<file path="src/rtl/cdb_arbiter_pkg.sv">
// Shared definitions for the common data bus (CDB) arbiter.
// Holds the default bus geometry, the Reg_No_Lock idle tag, requester IDs
// and a small round-robin wrap helper shared by the arbiter.
package cdb_arbiter_pkg;

    localparam int unsigned CDB_NUM_REQ    = 3;
    localparam int unsigned CDB_INDEX_W    = 5;   // Reg_Lock_Width equivalent
    localparam int unsigned CDB_DATA_W     = 32;  // Data_Width equivalent
    localparam int unsigned CDB_FIFO_DEPTH = 2;

    // ROB tag 0 means "no lock": an idle bus, never broadcast.
    localparam int unsigned REG_NO_LOCK = 0;

    localparam int unsigned REQ_ALU = 0;
    localparam int unsigned REQ_LSM = 1;
    localparam int unsigned REQ_BRA = 2;

    // Width of the broadcast source field.
    localparam int unsigned SRC_W = 2;

    // Reduce an index in [0, 2n) into [0, n).
    function automatic int unsigned rr_wrap(input int unsigned idx, input int unsigned n);
        return (idx >= n) ? idx - n : idx;
    endfunction

endpackage

</file>
<file path="src/rtl/cdb_req_fifo.sv">
// Per-requester holding FIFO for the CDB arbiter.
// Ports:
//   clk_i    - clock
//   rst_i    - asynchronous active-high reset (empties the FIFO)
//   flush_i  - synchronous clear; overrides push and pop
//   push_i   - write wdata_i (ignored when full)
//   pop_i    - drop the head entry (ignored when empty)
//   wdata_i  - entry to write
//   empty_o  - no entries held
//   full_o   - DEPTH entries held (from registered count only)
//   head_o   - oldest entry
module cdb_req_fifo #(
    parameter int unsigned DEPTH = 2,
    parameter int unsigned WIDTH = 37
) (
    input  logic             clk_i,
    input  logic             rst_i,
    input  logic             flush_i,
    input  logic             push_i,
    input  logic             pop_i,
    input  logic [WIDTH-1:0] wdata_i,
    output logic             empty_o,
    output logic             full_o,
    output logic [WIDTH-1:0] head_o
);

    localparam int unsigned PtrW = (DEPTH > 1) ? $clog2(DEPTH) : 1;
    localparam int unsigned CntW = $clog2(DEPTH + 1);
    localparam logic [CntW-1:0] DepthCnt = CntW'(DEPTH);

    logic [WIDTH-1:0] mem_q [DEPTH];
    logic [PtrW-1:0]  rd_ptr_q, rd_ptr_d;
    logic [PtrW-1:0]  wr_ptr_q, wr_ptr_d;
    logic [CntW-1:0]  count_q, count_d;
    logic             do_push, do_pop;

    assign full_o  = (count_q == DepthCnt);
    assign empty_o = (count_q == '0);
    assign head_o  = mem_q[rd_ptr_q];

    // A full FIFO refuses the push even if it pops in the same cycle.
    assign do_push = push_i & ~full_o & ~flush_i;
    assign do_pop  = pop_i & ~empty_o & ~flush_i;

    // Depth is a power of two, so pointers wrap naturally.
    always_comb begin
        rd_ptr_d = rd_ptr_q;
        wr_ptr_d = wr_ptr_q;
        count_d  = count_q;
        if (flush_i) begin
            rd_ptr_d = '0;
            wr_ptr_d = '0;
            count_d  = '0;
        end else begin
            if (do_push) wr_ptr_d = wr_ptr_q + 1'b1;
            if (do_pop)  rd_ptr_d = rd_ptr_q + 1'b1;
            unique case ({do_push, do_pop})
                2'b10:   count_d = count_q + 1'b1;
                2'b01:   count_d = count_q - 1'b1;
                default: count_d = count_q;
            endcase
        end
    end

    always_ff @(posedge clk_i or posedge rst_i) begin
        if (rst_i) begin
            rd_ptr_q <= '0;
            wr_ptr_q <= '0;
            count_q  <= '0;
        end else begin
            rd_ptr_q <= rd_ptr_d;
            wr_ptr_q <= wr_ptr_d;
            count_q  <= count_d;
        end
    end

    always_ff @(posedge clk_i or posedge rst_i) begin
        if (rst_i) begin
            for (int i = 0; i < int'(DEPTH); i++) mem_q[i] <= '0;
        end else if (do_push) begin
            mem_q[wr_ptr_q] <= wdata_i;
        end
    end

endmodule

</file>
<file path="src/rtl/cdb_arbiter.sv">
// CDB arbiter: shares the single common data bus broadcast slot between the
// ALU, load/store machine and branch unit. Each requester pushes
// {ROB index, result} into a private holding FIFO; a round-robin scheduler
// pops one head per cycle onto the registered CDB output.
// Optional feature macro: CDB_PERF_CNT_EN adds saturating grant/conflict counters.
// Ports:
//   clk_i, rst_i         - clock, asynchronous active-high reset
//   flush_i              - ROB misprediction flush (clears FIFOs and bus)
//   req_valid_i          - per-requester push strobe
//   req_index_i          - packed ROB tags, requester i at slice i
//   req_result_i         - packed results
//   req_stall_o          - requester i's FIFO is full
//   cdb_out_valid_o      - broadcast valid
//   cdb_out_index_o      - broadcast tag (0 when idle)
//   cdb_out_result_o     - broadcast data (0 when idle)
//   cdb_out_src_o        - requester number of the broadcast
//   perf_grant_cnt_o     - (CDB_PERF_CNT_EN) per-requester 16-bit grant counts
//   perf_conflict_cnt_o  - (CDB_PERF_CNT_EN) cycles with >= 2 non-empty FIFOs
module cdb_arbiter
    import cdb_arbiter_pkg::*;
#(
    parameter int unsigned NUM_REQ    = CDB_NUM_REQ,
    parameter int unsigned INDEX_W    = CDB_INDEX_W,
    parameter int unsigned DATA_W     = CDB_DATA_W,
    parameter int unsigned FIFO_DEPTH = CDB_FIFO_DEPTH
) (
    input  logic                       clk_i,
    input  logic                       rst_i,
    input  logic                       flush_i,
    input  logic [NUM_REQ-1:0]         req_valid_i,
    input  logic [NUM_REQ*INDEX_W-1:0] req_index_i,
    input  logic [NUM_REQ*DATA_W-1:0]  req_result_i,
    output logic [NUM_REQ-1:0]         req_stall_o,
    output logic                       cdb_out_valid_o,
    output logic [INDEX_W-1:0]         cdb_out_index_o,
    output logic [DATA_W-1:0]          cdb_out_result_o,
    output logic [SRC_W-1:0]           cdb_out_src_o
`ifdef CDB_PERF_CNT_EN
    ,
    output logic [NUM_REQ*16-1:0]      perf_grant_cnt_o,
    output logic [15:0]                perf_conflict_cnt_o
`endif
);

    localparam int unsigned EntW = INDEX_W + DATA_W;

    logic [NUM_REQ-1:0] fifo_empty, fifo_full, fifo_push, fifo_pop;
    logic [EntW-1:0]    fifo_head [NUM_REQ];

    logic               grant_found;
    logic [SRC_W-1:0]   winner;
    logic [SRC_W-1:0]   rr_ptr_q, rr_ptr_d;

    logic               valid_q, valid_d;
    logic [INDEX_W-1:0] index_q, index_d;
    logic [DATA_W-1:0]  result_q, result_d;
    logic [SRC_W-1:0]   src_q, src_d;

    for (genvar g = 0; g < NUM_REQ; g++) begin : g_req
        logic [INDEX_W-1:0] idx;
        assign idx = req_index_i[g*INDEX_W +: INDEX_W];

        // Tag 0 pushes are swallowed here so they never occupy a slot.
        assign fifo_push[g] = req_valid_i[g] && (idx != INDEX_W'(REG_NO_LOCK)) && !flush_i;
        assign fifo_pop[g]  = grant_found && (winner == SRC_W'(g));

        cdb_req_fifo #(
            .DEPTH (FIFO_DEPTH),
            .WIDTH (EntW)
        ) u_fifo (
            .clk_i   (clk_i),
            .rst_i   (rst_i),
            .flush_i (flush_i),
            .push_i  (fifo_push[g]),
            .pop_i   (fifo_pop[g]),
            .wdata_i ({idx, req_result_i[g*DATA_W +: DATA_W]}),
            .empty_o (fifo_empty[g]),
            .full_o  (fifo_full[g]),
            .head_o  (fifo_head[g])
        );
    end

    assign req_stall_o = fifo_full;

    // Round-robin scan starting at rr_ptr_q; first non-empty FIFO wins.
    always_comb begin
        logic [SRC_W-1:0] cand;
        grant_found = 1'b0;
        winner      = '0;
        cand        = '0;
        for (int unsigned k = 0; k < NUM_REQ; k++) begin
            cand = SRC_W'(rr_wrap(32'(rr_ptr_q) + k, NUM_REQ));
            if (!grant_found && !fifo_empty[cand]) begin
                grant_found = 1'b1;
                winner      = cand;
            end
        end
    end

    always_comb begin
        valid_d  = 1'b0;
        index_d  = '0;
        result_d = '0;
        src_d    = '0;
        rr_ptr_d = rr_ptr_q;
        if (!flush_i && grant_found) begin
            valid_d             = 1'b1;
            {index_d, result_d} = fifo_head[winner];
            src_d               = winner;
            rr_ptr_d            = SRC_W'(rr_wrap(32'(winner) + 1, NUM_REQ));
        end
    end

    always_ff @(posedge clk_i or posedge rst_i) begin
        if (rst_i) begin
            valid_q  <= 1'b0;
            index_q  <= '0;
            result_q <= '0;
            src_q    <= '0;
            rr_ptr_q <= '0;
        end else begin
            valid_q  <= valid_d;
            index_q  <= index_d;
            result_q <= result_d;
            src_q    <= src_d;
            rr_ptr_q <= rr_ptr_d;
        end
    end

    assign cdb_out_valid_o  = valid_q;
    assign cdb_out_index_o  = index_q;
    assign cdb_out_result_o = result_q;
    assign cdb_out_src_o    = src_q;

`ifdef CDB_PERF_CNT_EN
    logic [15:0] grant_cnt_q [NUM_REQ];
    logic [15:0] grant_cnt_d [NUM_REQ];
    logic [15:0] conflict_cnt_q, conflict_cnt_d;

    // Counters survive flush; only reset clears them.
    always_comb begin
        int unsigned busy;
        busy = 0;
        for (int unsigned i = 0; i < NUM_REQ; i++) begin
            grant_cnt_d[i] = grant_cnt_q[i];
            if (fifo_pop[i] && !flush_i && grant_cnt_q[i] != 16'hFFFF) begin
                grant_cnt_d[i] = grant_cnt_q[i] + 16'd1;
            end
            if (!fifo_empty[i]) busy = busy + 1;
        end
        conflict_cnt_d = conflict_cnt_q;
        if (busy >= 2 && conflict_cnt_q != 16'hFFFF) conflict_cnt_d = conflict_cnt_q + 16'd1;
    end

    always_ff @(posedge clk_i or posedge rst_i) begin
        if (rst_i) begin
            for (int i = 0; i < int'(NUM_REQ); i++) grant_cnt_q[i] <= '0;
            conflict_cnt_q <= '0;
        end else begin
            for (int i = 0; i < int'(NUM_REQ); i++) grant_cnt_q[i] <= grant_cnt_d[i];
            conflict_cnt_q <= conflict_cnt_d;
        end
    end

    for (genvar g = 0; g < NUM_REQ; g++) begin : g_perf
        assign perf_grant_cnt_o[g*16 +: 16] = grant_cnt_q[g];
    end
    assign perf_conflict_cnt_o = conflict_cnt_q;
`endif

endmodule

</file>
<file path="config.mk">
export PLATFORM = sky130hd
export DESIGN_NAME = cdb_arbiter
export DESIGN_NICKNAME = d
export VERILOG_FILES = /design/src/rtl/cdb_arbiter_pkg.sv /design/src/rtl/cdb_req_fifo.sv /design/src/rtl/cdb_arbiter.sv
export SDC_FILE = /design/constraint.sdc
export NUM_CORES = 1
export LEC_CHECK = 0
export BUFFER_PORTS_ARGS = -buffer_cell sky130_fd_sc_hd__buf_2
export CAP_MARGIN = 20
export CORE_ASPECT_RATIO = 2
export CORE_UTILIZATION = 50
export CTS_CLUSTER_DIAMETER = 60
export DETAILED_ROUTE_END_ITERATION = 6
export GPL_TIMING_DRIVEN = 0
export HOLD_SLACK_MARGIN = 0.08
export PLACE_DENSITY = 0.69
export SETUP_SLACK_MARGIN = 0.05
export SKIP_LAST_GASP = 1
export SYNTH_ARGS = -nofsm -noshare
export SYNTH_HDL_FRONTEND = slang
export SYNTH_SLANG_ARGS = --single-unit
export TNS_END_PERCENT = 50
</file>
<file path="constraint.sdc">
create_clock -name clk_i -period 24.4 [get_ports clk_i]
set_input_delay 2.44 -clock clk_i [delete_from_list [all_inputs] [get_ports clk_i]]
set_output_delay 2.44 -clock clk_i [all_outputs]
set_load 0.01 [all_outputs]
</file>
==> flow_summary.toml <==
[status]
outcome = "completed"

[worst_setup_path]
end_kind = "flop"
crit_path_max_fanout = 10
r2r-start = "rr_ptr_q[1]$_DFFE_PP0P_"
crit_arrival_ns = 4.65
worst_ep_required_time_ns = 24.81
crit_path_start = "flush_i"
worstSetupPathType = "in -> reg"
crit_path_start_kind = "input pin"

[finish]
final_nets = 1182
drive_gt1_share_pct = 50.2
syn_to_final_growth_pct = 16.7
seq_area_sq_um = 6910
n_fill_cell = 2091
multiInputGateArea_sq_um = 5310
antennaDiodeCount = 0

[power]
intPower_mw = 1.19
ir_drop_mv = 0.0723
power_leakage_nw = 6.44
clkPwrFrac_pct = 22.2
sw_frac_of_total_pct = 33.2
combPwrFrac_pct = 39.4
powerDensity_nw_per_um2 = 121
p_sw_mw = 0.592
power_mw = 1.79
power_frac_seq_pct = 38.4

[yosys]
yosys.area.top_type = "dfrtp_1"
synth_compound_area_share_pct = 5.50
synth_simple_gate_area_share_pct = 3.49
synth_cells = 873
synthArstFlopShare_pct = 100
synth.cell_area_sq_um = 12600
muxShareOfSynthArea_pct = 32.1
seq_area_frac_synth_pct = 54.7
yosys_register_bits = 276
synth_top_family_by_area = "multiplexers"
synth.area.top_cells = "dfrtp_1 (55%), mux2_2 (22%), mux2i_1 (9.0%), o22ai_2 (3.0%), buf_6 (0.98%)"
synth_ff_type = "dfrtp_1"
yosysUniqueCellTypes = 60
yosys_warnings = 0
synthAdderAreaFrac_pct = 0.396
avgSynthCellArea_sq_um = 14.5
synth_xor_area_share_pct = 0.486
yosysTopAreaCellShare_pct = 54.7
synth-edff-count = 0
syn_nets = 994

[sta]
rsz0062_at_grt = "no"
hold_viol = 0
clock_skew_ns = 0.0118
period_needed_ns = 4.24
slew_headroom_pct = 35.7
worstMarginPinSlew_ns = 0.941
fin_tns_setup_ns = 0
setup_viol = 0
fmax_mhz = 236
slew_violations = 0
post-route-period-util_pct = 17.4

[floorplanning]
die_area_sq_um = 25900
pin_count = 160
core_area_sq_um = 24600
fp-row-count = 81
start_util_pct = 51.3
die_width_um = 114
die_h_um = 227

[drt]
route.detailed.drc = 0
wl_um = 29500
via_count = 7797
ant_nets = 0
viasPerCell = 5.52
drt_iter0_markers = 267
wl_per_cell_um = 20.9
first_pass_iters = 4

[clocking]
clock_latency_ns = 0.53
cts_buffers = 26
post_cts_buffers = 0
cts_hold_buffers = 0
cts_tree = "yes"
clockBufferDepth = 3
clkTransAtPathRegs_ns = 0.06
cts_max_level = 1
cts.sinks = 276
clock-root-buffer = "clkbuf_16"
post_cts_resized = 0

[grt]
antenna_found_initial = 3
grt_pass1_wl_um = 46200
first_global_vias = 8407
gr-usage-all-layers_pct = 23.9
grt_max_degree = 118
gr-total-overflow = 0

[min_path]
min_from = "g_req[2].u_fifo.mem_q[1]$_DFFE_PP0P_"
hold_path_class = "reg -> reg"

[run]
maxCapViolCount = 0

[place]
globalplace.congestion = 0.951
dp_hpwl_um = 21200
io_buffers = 158
final timing paths:
path,slack [ns],end,cells past startpoint
max,20.16,g_req[2].u_fifo.mem_q[37]$_DFFE_PP0P_,6
min,0.49,g_req[2].u_fifo.mem_q[1]$_DFFE_PP0P_,1
max reg2reg,20.71,g_req[2].u_fifo.rd_ptr_q$_DFFE_PP0P_,13
min reg2reg,0.49,g_req[2].u_fifo.mem_q[1]$_DFFE_PP0P_,1
max in group asynchronous,21.13,g_req[1].u_fifo.mem_q[41]$_DFFE_PP0P_,4
min in group asynchronous,1.92,g_req[1].u_fifo.mem_q[57]$_DFFE_PP0P_,2
flip-flops by register name, summed over array words and instances (netlist names):
register	flops
cdb_out_valid_o	1
cdb_out_result_o	32
g_req.u_fifo.mem_q	222
g_req.u_fifo.count_q	6
rr_ptr_q	2
g_req.u_fifo.rd_ptr_q	3
g_req.u_fifo.wr_ptr_q	3
cdb_out_index_o	5
cdb_out_src_o	2
power by group through the flow:
stage                     clock, mW  sequential [mW]  combinational [mW]
after floorplan                   0            0.684               0.529
after global placement            0            0.688               0.702
after detailed placement          0            0.694               0.711
after CTS                     0.406            0.686               0.713
after global routing          0.421            0.705               0.757
final                         0.396            0.686               0.704
logic make-up (layout without fill, tap and decap cells):
logic type / Yosys count / after routing
XOR/XNOR: 7 / 7
adder cells (fa/ha/maj): 4 / 4
buffers and inverters: 67 / 274
AO/OA/AOI/OAI: 73 / 73
AND/OR/NAND/NOR: 73 / 73
multiplexers: 373 / 373
flip-flops: 276 / 276
metrics by stage:
step | instances | cell area [sq um] | utilization, % | worst slack (ns) | hold WS [ns]
6_report | 1412 | 14700 | 59.8 | 20.16 | 0.491
5_1_grt | 1412 | 14700 | 59.8 | 20.07 | 0.514
4_1_cts | 1412 | 14700 | 59.8 | 20.17 | 0.496
3_5_place_dp | 1365 | 13900 | 56.4 | 19.60 | 0.481
3_3_place_gp | 1363 | 13800 | 56.2 | 11.42 | 0.473
2_1_floorplan | 873 | 12600 | - | 14.35 | 0.464
worst max-delay path: stages:
cell	delay [ns]
clkbuf_1	0.29
nor3b_1	0.38
o21ai_2	0.19
nor2_2	0.65
buf_4	0.35
mux2_2	0.36
area by class of cell:
cell class	instances	share of cell area, %
clock inverters	6	0.255
well taps	332	2.82
inverters	9	0.280
multi-input cells	530	36.0
plain buffers	58	2.58
flip-flops and latches	276	46.9
clock buffers	41	5.42
repair buffers	160	5.74
layer usage:
layer / global-route usage (%) / share of wire, %
met1: 25.9 / 36
met2: 45.5 / 56
met3: 3.37 / 4.2
met4: 9.97 / 3.5
met5: 0 / 0.10
layout by cell type (no fill, tap or decap), types with 10 or more instances in the layout:
cell / count
clkbuf_1: 20
o22ai_1: 10
mux2_2: 250
clkbuf_16: 27
nor2_1: 17
buf_6: 11
buf_4: 15
buf_2: 177
mux2_1: 10
o22ai_2: 30
mux2i_1: 113
dfrtp_1: 276
Yosys cell counts, types with 2 or more instances:
master and instances:
mux2_1 10, or3_1 3, nand2_2 4, nor2_2 3
or4_1 5, buf_4 15, nand3b_1 2, nor2_1 17
o21ai_1 2, dfrtp_1 276, o22ai_2 30, mux2_2 250
buf_2 19, a21oi_1 4, xnor2_1 6, o31ai_1 2
nor2b_1 4, nor3_1 7, or2_2 3, ha_1 4
inv_1 8, o21ai_0 5, o21ai_2 2, o22ai_1 10
nor3b_1 7, mux2i_1 113, nand2_1 7, buf_6 11
clkbuf_1 13
Power figures use the tool's default switching activity.
